[src/rtl/pwm_decoder_pkg.sv]
// Shared types for the PWM decoder: measurement FSM state encoding and the
// default amplitude width of the PWM link.
package pwm_decoder_pkg;

   localparam int unsigned DEF_XLEN = 3;

   typedef enum logic [1:0] {
      ST_IDLE  = 2'd0,
      ST_HIGH  = 2'd1,
      ST_LOW   = 2'd2,
      ST_STUCK = 2'd3
   } pwm_state_e;

endpackage : pwm_decoder_pkg

[src/rtl/pwm_decoder_sat_counter.sv]
// Saturating up-counter: synchronous reset to 0, clear loads 1, enable counts
// up and sticks at all-ones; sat_o flags the all-ones value.
module pwm_decoder_sat_counter #(
   parameter int W = 3
) (
   input  logic         clk_i,
   input  logic         rst_i,
   input  logic         clr_i,
   input  logic         en_i,
   output logic [W-1:0] cnt_o,
   output logic         sat_o
);

   logic [W-1:0] cnt_q;
   logic [W-1:0] cnt_d;

   assign sat_o = &cnt_q;
   assign cnt_o = cnt_q;

   always_comb begin
      cnt_d = cnt_q;
      if (clr_i) begin
         cnt_d = W'(1);
      end else if (en_i && !sat_o) begin
         cnt_d = cnt_q + W'(1);
      end else begin
         cnt_d = cnt_q;
      end
   end

   always_ff @(posedge clk_i) begin
      if (rst_i) begin
         cnt_q <= '0;
      end else begin
         cnt_q <= cnt_d;
      end
   end

endmodule : pwm_decoder_sat_counter

[src/rtl/pwm_decoder.sv]
// Recovers high-time (ampl) and period (duty) from a synchronous PWM waveform,
// publishing one registered measurement per period and flagging stuck levels.
module pwm_decoder
   import pwm_decoder_pkg::*;
#(
   parameter int XLEN = DEF_XLEN
) (
   input  logic            clk_i,
   input  logic            rst_i,
   input  logic            signal_i,
   output logic [XLEN-1:0] ampl_o,
   output logic [XLEN:0]   duty_o,
   output logic            valid_o,
   output logic            stuck_o,
   output logic            err_o
);

   pwm_state_e      state_q, state_d;
   logic            prev_q;
   logic            ovf_q, ovf_d;
   logic [XLEN-1:0] ampl_q, ampl_d;
   logic [XLEN:0]   duty_q, duty_d;
   logic            valid_q, valid_d;
   logic            stuck_q, stuck_d;
   logic            err_q, err_d;

   logic            rise, fall, go_stuck;
   logic            h_clr, h_en, h_sat;
   logic            p_clr, p_en, p_sat;
   logic [XLEN-1:0] hcnt;
   logic [XLEN:0]   pcnt;

   assign rise = signal_i & ~prev_q;
   assign fall = ~signal_i & prev_q;

   pwm_decoder_sat_counter #(.W(XLEN)) u_hcnt (
      .clk_i (clk_i),
      .rst_i (rst_i),
      .clr_i (h_clr),
      .en_i  (h_en),
      .cnt_o (hcnt),
      .sat_o (h_sat)
   );

   pwm_decoder_sat_counter #(.W(XLEN + 1)) u_pcnt (
      .clk_i (clk_i),
      .rst_i (rst_i),
      .clr_i (p_clr),
      .en_i  (p_en),
      .cnt_o (pcnt),
      .sat_o (p_sat)
   );

   always_comb begin
      state_d  = state_q;
      ovf_d    = ovf_q;
      ampl_d   = ampl_q;
      duty_d   = duty_q;
      stuck_d  = stuck_q;
      err_d    = err_q;
      valid_d  = 1'b0;
      go_stuck = 1'b0;
      h_clr    = 1'b0;
      h_en     = 1'b0;
      p_clr    = 1'b0;
      p_en     = 1'b0;

      case (state_q)
         ST_IDLE: begin
            if (rise) begin
               state_d = ST_HIGH;
               h_clr   = 1'b1;
               p_clr   = 1'b1;
               ovf_d   = 1'b0;
            end else if (p_sat) begin
               go_stuck = 1'b1;
            end else begin
               p_en = 1'b1;
            end
         end
         ST_HIGH: begin
            // A full pcnt here means the period cannot close within DMAX.
            if (p_sat) begin
               go_stuck = 1'b1;
            end else if (signal_i) begin
               h_en = 1'b1;
               p_en = 1'b1;
               if (h_sat) begin
                  ovf_d = 1'b1;
               end else begin
                  ovf_d = ovf_q;
               end
            end else begin
               state_d = ST_LOW;
               p_en    = 1'b1;
            end
         end
         ST_LOW: begin
            if (rise) begin
               valid_d = 1'b1;
               ampl_d  = hcnt;
               duty_d  = pcnt;
               err_d   = ovf_q;
               stuck_d = 1'b0;
               ovf_d   = 1'b0;
               h_clr   = 1'b1;
               p_clr   = 1'b1;
               state_d = ST_HIGH;
            end else if (p_sat) begin
               go_stuck = 1'b1;
            end else begin
               p_en = 1'b1;
            end
         end
         ST_STUCK: begin
            if (rise) begin
               state_d = ST_HIGH;
               h_clr   = 1'b1;
               p_clr   = 1'b1;
               ovf_d   = 1'b0;
            end else if (fall) begin
               state_d = ST_IDLE;
               p_clr   = 1'b1;
            end else begin
               state_d = ST_STUCK;
            end
         end
         default: begin
            state_d = ST_IDLE;
         end
      endcase

      if (go_stuck) begin
         valid_d = 1'b1;
         stuck_d = 1'b1;
         ampl_d  = signal_i ? '1 : '0;
         duty_d  = '0;
         err_d   = 1'b0;
         state_d = ST_STUCK;
      end else begin
         state_d = state_d;
      end
   end

   always_ff @(posedge clk_i) begin
      if (rst_i) begin
         state_q <= ST_IDLE;
         prev_q  <= 1'b0;
         ovf_q   <= 1'b0;
         ampl_q  <= '0;
         duty_q  <= '0;
         valid_q <= 1'b0;
         stuck_q <= 1'b0;
         err_q   <= 1'b0;
      end else begin
         state_q <= state_d;
         prev_q  <= signal_i;
         ovf_q   <= ovf_d;
         ampl_q  <= ampl_d;
         duty_q  <= duty_d;
         valid_q <= valid_d;
         stuck_q <= stuck_d;
         err_q   <= err_d;
      end
   end

   assign ampl_o  = ampl_q;
   assign duty_o  = duty_q;
   assign valid_o = valid_q;
   assign stuck_o = stuck_q;
   assign err_o   = err_q;

endmodule : pwm_decoder

[config.mk]
export PLATFORM = sky130hd
export DESIGN_NAME = pwm_decoder
export DESIGN_NICKNAME = d
export VERILOG_FILES = /design/src/rtl/pwm_decoder_pkg.sv /design/src/rtl/pwm_decoder_sat_counter.sv /design/src/rtl/pwm_decoder.sv
export SDC_FILE = /design/constraint.sdc
export NUM_CORES = 1
export LEC_CHECK = 0
export BUFFER_PORTS_ARGS = -buffer_cell sky130_fd_sc_hd__buf_4
export CAP_MARGIN = 20
export CORE_MARGIN = 1.5
export CORE_UTILIZATION = 54
export DETAILED_ROUTE_END_ITERATION = 16
export PLACE_DENSITY = 0.74
export SETUP_SLACK_MARGIN = 0.1
export SLEW_MARGIN = 15
export SYNTH_ARGS = -nofsm -noshare
export SYNTH_HDL_FRONTEND = slang
export SYNTH_HIERARCHICAL = 1
export SYNTH_SLANG_ARGS = --single-unit
[constraint.sdc]
create_clock -name clk_i -period 2.6 [get_ports clk_i]
set_clock_uncertainty 0.2 [all_clocks]
set_input_delay 0.26 -clock clk_i [delete_from_list [all_inputs] [get_ports clk_i]]
set_output_delay 0.26 -clock clk_i [all_outputs]
set_load 0.1 [all_outputs]
==> flow_summary.ini, run 1 <==
[die]
rows = 15
die_w_um = 45.5
dieHeight_um = 45.5
dieArea_sq_um = 2070
core_sq_um = 1710
initial_core_util_pct = 57.2
ios = 13

[setup_path]
critical_path_class = reg -> reg
timing.rr.start = state_q[0]
crit_chain = mux2_2 > nor2_1 > clkinvlp_2 > or3_1 > a31oi_1
cpPeakStageDelay_ns = 0.55
start_kind = flop
path_max_fanout = 12
cp.required_ns = 2.63
reg2reg_depth = 5
r2r_setup_slack_ns = 0.34
rr_endpoint = u_pcnt/cnt_o[0]
critical_path_arrival_ns = 2.29
slowest_stage = dfxtp_1
end_kind = flop

[clock_network]
post_cts_resized = 0
cts_buffer_depth = 2
tritoncts = yes
postCtsSetupRepairBufs = 0
clock_latency_ns = 0.29
cts_hold_buf = 0
cts_sinks = 21
cts.clk_slew.worst_paths_ns = 0.11
cts-buffers-inserted = 3
clockRootBuffer = clkbuf_4
cts_htree_levels = 1

[synthesis]
ys_seq_area_share_pct = 43.0
synth_cells = 105
synth_edf_count = 0
synth.ff_latch_count = 21
ys_warn_count = 6
yosysUniqueCellTypes = 33
syn-cell-area_sq_um = 977
synth_fp_nets = 113
ys.flop_type = dfxtp_1
avgSynthCellArea_sq_um = 9.31
synthArstFlopShare_pct = 0

[final_layout]
layout_commonest_cell = dfxtp_1
final_cell_mix = 21 x dfxtp_1, 12 x buf_4, 10 x nand2_1
fill_cells = 153
nets = 125
n_antenna_cell = 0
area_growth_pct = 11.5
layout-drive-gt1-share_pct = 17.2

[placement]
dp_hpwl_mm = 1.24
place_congestion = 0.713
io_buffers = 12

[flow_run]
cap_viol_max_count = 0

[grt]
grt_pass1_wl_mm = 2.79
grt_use_met3_pct = 4.76
use_met2_pct = 29.6
antenna_found_initial = 0
grt.overflow.total = 0
grt_use_met1_pct = 25.1
grt_max_degree = 21
grt_usage_pct = 18.7
busiest_layer = met2
first_global_vias = 643

[sta]
final.period_utilization_pct = 86.8
slew_violations = 0
fin_setup_tns_ns = 0
rsz0062_at_grt = no
setup_viol = 0
worst_slew_pin_slew_ns = 0.410
slew_headroom_pct = 72.7
hold_viol = 0
period_needed_ns = 2.26
max_freq_mhz = 443

[power_and_ir_drop]
power_mw = 0.574
ir_worst_vdd_mv = 0.323
leakagePower_nw = 0.417
power_density_nw_per_um2 = 527

[detailed_routing]
drt-pass1-iter-count = 4
wl_per_cell_um = 12.0
drc = 0
drtIter0Drc = 8
vias_per_cell = 5.53
routed_wl_mm = 1.69
ant_nets = 0
num_vias = 780

[min_path]
hold_path.startpoint = signal_i
holdPathEnd = prev_q
hold_path_class = in -> reg
holdPathStages = 3

[outcome]
status = finished, final reports clean
-- how the worst max path moves through the flow --
stage,endpoint,from,cells after the start,slack [ns]
6_report,u_pcnt/cnt_o[0],state_q[0],5,0.34
5_1_grt,u_pcnt/cnt_o[0],u_pcnt/cnt_o[0],6,0.25
4_1_cts,u_pcnt/cnt_o[0],state_q[0],5,0.37
3_5_place_dp,u_pcnt/cnt_o[0],signal_i,7,0.36
3_3_place_gp,u_pcnt/cnt_o[0],signal_i,7,0.41
2_1_floorplan,u_pcnt/cnt_o[0],u_pcnt/cnt_o[0],7,0.57
-- cell usage after synthesis (2+ instances only) --
master    instances  share of area, %
o21ai_0           2               1.0
mux2i_1           8               8.2
a31oi_1           4               2.6
o211ai_1          5               3.8
nand2_1          10               3.8
o31ai_1           2               1.5
nor3_1            9               4.6
inv_1             7               2.7
dfxtp_1          21                43
a21oi_1           6               3.1
ha_1              5               6.4
buf_4             2               1.5
nor2_1            4               1.5
-- cells by family (layout without fill, tap and decap cells) --
logic type | after synthesis | count (layout) | synth area share, %
xor+xnor | 1 | 1 | 0.896
mux | 9 | 9 | 9.35
simple gates | 33 | 33 | 18.3
fa+ha+maj | 5 | 5 | 6.40
flops | 21 | 21 | 43.0
compound gates | 23 | 23 | 15.2
buf+inv | 13 | 24 | 6.78
-- metal layers --
| metal | share of wire, % | wire length [um] |
|---|---|---|
| met5 | 0 | 0 |
| met2 | 45 | 767 |
| met3 | 4.3 | 73 |
| met1 | 49 | 833 |
| met4 | 0.83 | 14 |
-- sequential cells by signal, summed over array words and instances, names as in the netlist --
name	cells
valid_o	1
ampl_o	3
state_q	2
duty_o	4
ovf_q	1
err_o	1
prev_q	1
stuck_o	1
u_pcnt/cnt_o	4
u_hcnt/cnt_o	3
-- critical path, delay by kind of cell (launching register included) --
| kind | cells | cell delay (ns) |
|---|---|---|
| buf+inv | 1 | 0.23 |
| mux | 1 | 0.44 |
| simple gates | 2 | 0.62 |
| flops | 1 | 0.55 |
| compound gates | 1 | 0.16 |
-- metrics by stage --
stage | std cells | setup slack (ns) | area, sq um | utilization (%) | hold slack, ns
floorplan | 105 | 0.567 | 977 | - | 0.129
CTS | 141 | 0.372 | 1090 | 63.8 | 0.0386
detailed placement | 137 | 0.364 | 1060 | 62.3 | 0.254
global placement | 137 | 0.414 | 1060 | 62.3 | 0.244
global route | 141 | 0.247 | 1090 | 63.8 | 0.0663
finish | 141 | 0.344 | 1090 | 63.8 | 0.0390
-- power by group --
| group | internal [mW] | switching (mW) |
|---|---|---|
| clock | 0.0596 | 0.0924 |
| combinational | 0.0287 | 0.0456 |
| sequential | 0.333 | 0.0148 |
| total | 0.421 | 0.153 |
-- final cells by class --
cell class	instances	area, sq um	share of cell area (%)
Sequential cell	21	420	38.6
Clock buffer	4	26.3	2.41
Tap cell	25	31.3	2.87
Timing Repair Buffer	12	90.1	8.27
Inverter	8	31.3	2.87
Multi-Input combinational cell	71	490	45.0
No activity file was read; power rests on OpenSTA's default activity.
==> run 2: changes to the inputs <==
GPL_TIMING_DRIVEN = 0   (was unset)
PLACE_DENSITY = 0.73   (was 0.74)
==> run 2 against run 1 <==
Die area unchanged. Setup slack gained 0.029 ns. Flip-flop and latch count unchanged. Global-route usage grew 2.1 points. Sequential share of layout area shrank 1.6 points. First-iteration DRC count decreased by 38%. Non-clock buffer count increased by 6. Sequential power decreased by 2%. Cell count increased by 4.3%. Routed wire length up 7.2%. Largest cell class unchanged. Largest power group unchanged.
==> flow_summary.ini, run 2 (synthesis gave the netlist of run 1 again) <==
[grt]
antenna_found_initial = 0
grt_usage_pct = 20.8
grt.overflow.total = 0
first_global_vias = 756
grt_pass1_wl_mm = 3.14
grt_max_degree = 13

[power_and_ir_drop]
ir_worst_vdd_mv = 0.357
power.switching_mw = 0.162
leakagePower_nw = 0.447
power_mw = 0.586
p_seq_share_pct = 58.3
internal-power_mw = 0.425
power_density_nw_per_um2 = 516
pwr-share-comb_pct = 14.9
switching_share_pct = 27.5
p_clk_share_pct = 26.8

[setup_path]
reg2reg_depth = 7
crit_buf_inv = 2
critical_path_class = reg -> reg
slowest_stage = dfxtp_1
cpPeakStageDelay_ns = 0.36
end_kind = flop
path_max_fanout = 12
crit_family = simple AND/OR/NAND/NOR gates
timing.rr.start = u_pcnt/cnt_o[0]
endpoint = u_pcnt/cnt_o[0]
cp.required_ns = 2.64
critical_path_arrival_ns = 2.27
critPathLaunch = u_pcnt/cnt_o[0]
crit_chain = ha_1 > and3_1 > clkbuf_2 > nor2_1 > clkinvlp_2 > or3_1 > a31oi_1
rr_endpoint = u_pcnt/cnt_o[0]
start_kind = flop
r2r_setup_slack_ns = 0.37
crit_cells = 7

[sta]
max_freq_mhz = 449
rsz0062_at_grt = no
fin_setup_tns_ns = 0
period_needed_ns = 2.23
slew_violations = 0
hold_viol = 0
final.period_utilization_pct = 85.7
slew_headroom_pct = 68.6
worst_slew_pin_slew_ns = 0.471
setup_viol = 0

[die]
ios = 13
core_sq_um = 1710
dieArea_sq_um = 2070
rows = 15
die_w_um = 45.5
dieHeight_um = 45.5
initial_core_util_pct = 57.2

[clock_network]
clockRootBuffer = clkbuf_4
clock_latency_ns = 0.30
cts_htree_levels = 1
cts_sinks = 21
cts.clk_slew.worst_paths_ns = 0.11
cts-buffers-inserted = 3
cts_buffer_depth = 2
tritoncts = yes

[final_layout]
area_growth_pct = 16.3
layout-drive-gt1-share_pct = 20.5
n_antenna_cell = 0
layout_commonest_cell = dfxtp_1
final_cells = 147
nets = 131
fill_cells = 151
final_cell_mix = 21 x dfxtp_1, 14 x buf_4, 10 x nand2_1

[detailed_routing]
routed_wl_mm = 1.81
wl_per_cell_um = 12.3
ant_nets = 0
drc = 0
drtIter0Drc = 5
vias_per_cell = 5.39
num_vias = 793
drt-pass1-iter-count = 4

[placement]
io_buffers = 12
placed_cells = 142
place_congestion = 0.736
dp_hpwl_mm = 1.34

[outcome]
status = finished, final reports clean

[flow_run]
cap_viol_max_count = 0

[min_path]
hold_path_class = in -> reg
-- run 2: cell count changes in the layout (fill, tap and decap cells not counted), sizes merged --
cell and delta:
dlygate4sd3 +1, buf +3, clkbuf +1, clkinv +1
-- run 2: final cells by class --
cell class,instances,area (sq um),share of cell area (%)
clock inverters,1,5.00,0.441
well taps,25,31.3,2.75
flip-flops and latches,21,420,37.0
plain buffers,5,35.0,3.08
inverters,8,31.3,2.75
multi-input cells,71,490,43.2
clock buffers,3,22.5,1.98
repair buffers,13,100,8.81
-- run 2: repair_timing --
item,4_1_cts,5_1_grt
resized for setup,0,0
setup buffers,0,0
hold endpoints to repair,3,0
hold buffers,1,0
-- run 2: layer usage --
| metal | vias to the layer above | wire length (um) | GRT usage [%] |
|---|---|---|---|
| met1 | 360 | 813 | 24.8 |
| met4 | 0 | 15 | 7.06 |
| met2 | 18 | 908 | 37.2 |
| met3 | 2 | 73 | 3.57 |
| li1 | 413 | - | - |
| met5 | - | 0 | 0 |
-- run 2: worst min path at each step --
| stage | start | to | slack, ns | cells past startpoint |
|---|---|---|---|---|
| 2_1_floorplan | rst_i | u_hcnt/cnt_o[0] | 0.13 | 1 |
| 3_3_place_gp | stuck_o | stuck_o | 0.24 | 2 |
| 3_5_place_dp | stuck_o | stuck_o | 0.25 | 2 |
| 4_1_cts | signal_i | prev_q | 0.04 | 3 |
| 5_1_grt | signal_i | prev_q | 0.05 | 3 |
| 6_report | signal_i | prev_q | 0.05 | 3 |
-- run 2: stage by stage --
| stage | area, sq um | util (%) | setup slack, ns | hold WS [ns] |
|---|---|---|---|---|
| global placement | 1100 | 64.3 | 0.359 | 0.244 |
| detailed placement | 1100 | 64.3 | 0.349 | 0.248 |
| global route | 1140 | 66.5 | 0.185 | 0.0460 |
| floorplan | 977 | - | 0.567 | 0.129 |
| CTS | 1140 | 66.5 | 0.366 | 0.0394 |
| finish | 1140 | 66.5 | 0.373 | 0.0457 |
-- run 2: power by group through the flow --
stage	clock [mW]	combinational [mW]	sequential, mW
2_1_floorplan	0	0.0586	0.356
3_3_place_gp	0	0.0848	0.349
3_5_place_dp	0	0.0868	0.349
4_1_cts	0.162	0.0883	0.342
5_1_grt	0.172	0.0987	0.343
6_report	0.157	0.0876	0.342
-- run 2: worst min-delay path, stage by stage --
cell,delay [ns]
buf_4,0.13
inv_1,0.07
nor2_1,0.05
==> run 3: changes to the inputs <==
BUFFER_PORTS_ARGS = unset   (was -buffer_cell sky130_fd_sc_hd__buf_4)
CORE_UTILIZATION = 59   (was 54)
DONT_BUFFER_PORTS = 1   (was unset)
==> run 3 against run 2 <==
Clock power is essentially flat. Cell count decreased by 14%. Flip-flop and latch count unchanged. Critical path depth did not move. Sequential power increased by 3%. Via count fell by 5.8%. Largest cell class unchanged.
==> flow_summary.ini, run 3 (synthesis gave the netlist of run 1 again) <==
[die]
dieHeight_um = 43.7
core_sq_um = 1520
die_w_um = 43.7
dieArea_sq_um = 1910
rows = 14
initial_core_util_pct = 64.1
ios = 13

[setup_path]
rr_endpoint = u_pcnt/cnt_o[0]
path_max_fanout = 12
end_kind = flop
cpPeakStageDelay_ns = 0.38
crit_chain = ha_1 > and3_1 > clkbuf_2 > nor2_1 > clkinvlp_2 > or3_1 > a31oi_1
critical_path_arrival_ns = 2.39
slowest_stage = dfxtp_1
r2r_setup_slack_ns = 0.25
cp.required_ns = 2.64
start_kind = flop
critical_path_class = reg -> reg
timing.rr.start = u_pcnt/cnt_o[0]
reg2reg_depth = 7

[placement]
placed_area_sq_um = 997
place_congestion = 0.795
pre_cts_ws_ns = 0.344
dp_hpwl_mm = 1.28
io_buffers = 0

[detailed_routing]
drtIter0Drc = 17
wl_per_cell_um = 14.7
ant_nets = 0
drt-pass1-iter-count = 4
routed_wl_mm = 1.87
num_vias = 747
drc = 0
vias_per_cell = 5.88

[sta]
setup_viol = 0
setup_ws_ns = 0.254
fin_setup_tns_ns = 0
slew_headroom_pct = 35.0
max_freq_mhz = 426
final.period_utilization_pct = 90.2
hold_viol = 0
worst_slew_pin_slew_ns = 0.973
period_needed_ns = 2.35
slew_violations = 0
rsz0062_at_grt = no

[power_and_ir_drop]
power_mw = 0.583
p_seq_share_pct = 60.4
power_density_nw_per_um2 = 558
p_clk_share_pct = 26.9
switching_share_pct = 27.6
internal-power_mw = 0.422
power.switching_mw = 0.161
pwr-share-comb_pct = 12.7
ir_worst_vdd_mv = 0.346
leakagePower_nw = 0.387

[grt]
grt.overflow.total = 0
grt_max_degree = 13
antenna_found_initial = 0
grt_usage_pct = 23.2
first_global_vias = 735
grt_pass1_wl_mm = 3.26

[final_layout]
n_antenna_cell = 0
fin_util_pct = 68.6
regArea_sq_um = 420
layout_commonest_cell = dfxtp_1
multi_input_area_sq_um = 490
area_growth_pct = 6.91
final_area_sq_um = 1040
final_cell_mix = 21 x dfxtp_1, 10 x nand2_1, 9 x nor3_1
layout-drive-gt1-share_pct = 11.7
fill_cells = 133
nets = 120

[min_path]
holdPathStages = 2
hold_path.startpoint = signal_i
hold_path_class = in -> reg
holdPathEnd = ampl_o[1]

[outcome]
status = finished, final reports clean

[clock_network]
cts-buffers-inserted = 3
clock_latency_ns = 0.30
clockRootBuffer = clkbuf_4
cts_sinks = 21
postCtsSetupRepairBufs = 0
cts.clk_slew.worst_paths_ns = 0.12
tritoncts = yes
cts_htree_levels = 1
post_cts_resized = 0
cts_buffer_depth = 2

[flow_run]
cap_viol_max_count = 0
run 3: critical path, delay by kind of cell (launching register included):
family                     cells  cell delay (ns)
buffers and inverters          2             0.42
AOI/OAI and AO/OA              1             0.15
and+or+nand+nor                3             0.88
adders and majority gates      1             0.26
DFF                            1             0.38
run 3: area by class of cell:
class	instances	area share (%)
flip-flops and latches	21	40.2
inverters	8	2.99
well taps	16	1.92
clock inverters	1	0.479
multi-input cells	71	46.9
repair buffers	2	1.92
clock buffers	3	2.16
plain buffers	5	3.35
run 3: what timing repair did:
action                                  4_1_cts  5_1_grt
hold buffers                                  2        0
hold endpoints to repair                     12        0
endpoints found under the setup margin        0        0
run 3: worst max path at each step:
stage | from | end | slack [ns] | depth (start not counted)
floorplan | u_pcnt/cnt_o[0] | u_pcnt/cnt_o[0] | 0.57 | 7
global placement | u_pcnt/cnt_o[0] | u_pcnt/cnt_o[0] | 0.39 | 7
finish | u_pcnt/cnt_o[0] | u_pcnt/cnt_o[0] | 0.25 | 7
detailed placement | u_pcnt/cnt_o[0] | u_pcnt/cnt_o[0] | 0.34 | 7
CTS | u_pcnt/cnt_o[0] | u_pcnt/cnt_o[0] | 0.28 | 7
global route | u_pcnt/cnt_o[0] | u_pcnt/cnt_o[0] | 0.14 | 7
run 3: power groups by stage:
| stage | clock network, mW | logic [mW] | registers (mW) |
|---|---|---|---|
| after floorplan | 0 | 0.0586 | 0.356 |
| after global placement | 0 | 0.0673 | 0.359 |
| after detailed placement | 0 | 0.0684 | 0.360 |
| after CTS | 0.158 | 0.0738 | 0.352 |
| after global routing | 0.172 | 0.0833 | 0.354 |
| final | 0.157 | 0.0740 | 0.352 |
run 3: per-layer routing:
layer | GRT usage [%] | wire length [um] | up-vias | part of all wire, %
met3 | 5.42 | 112 | 2 | 6.0
met2 | 36.2 | 857 | 20 | 46
met1 | 31.1 | 883 | 335 | 47
met4 | 9.09 | 19 | 0 | 1.0
li1 | - | - | 390 | -
met5 | 0 | 0 | - | 0
run 3: through the flow:
stage / hold slack, ns / std cells
after floorplan: 0.129 / 105
after global placement: 0.132 / 121
after detailed placement: 0.134 / 121
after CTS: 0.00235 / 127
after global routing: 0.0254 / 127
final: 0.0100 / 127
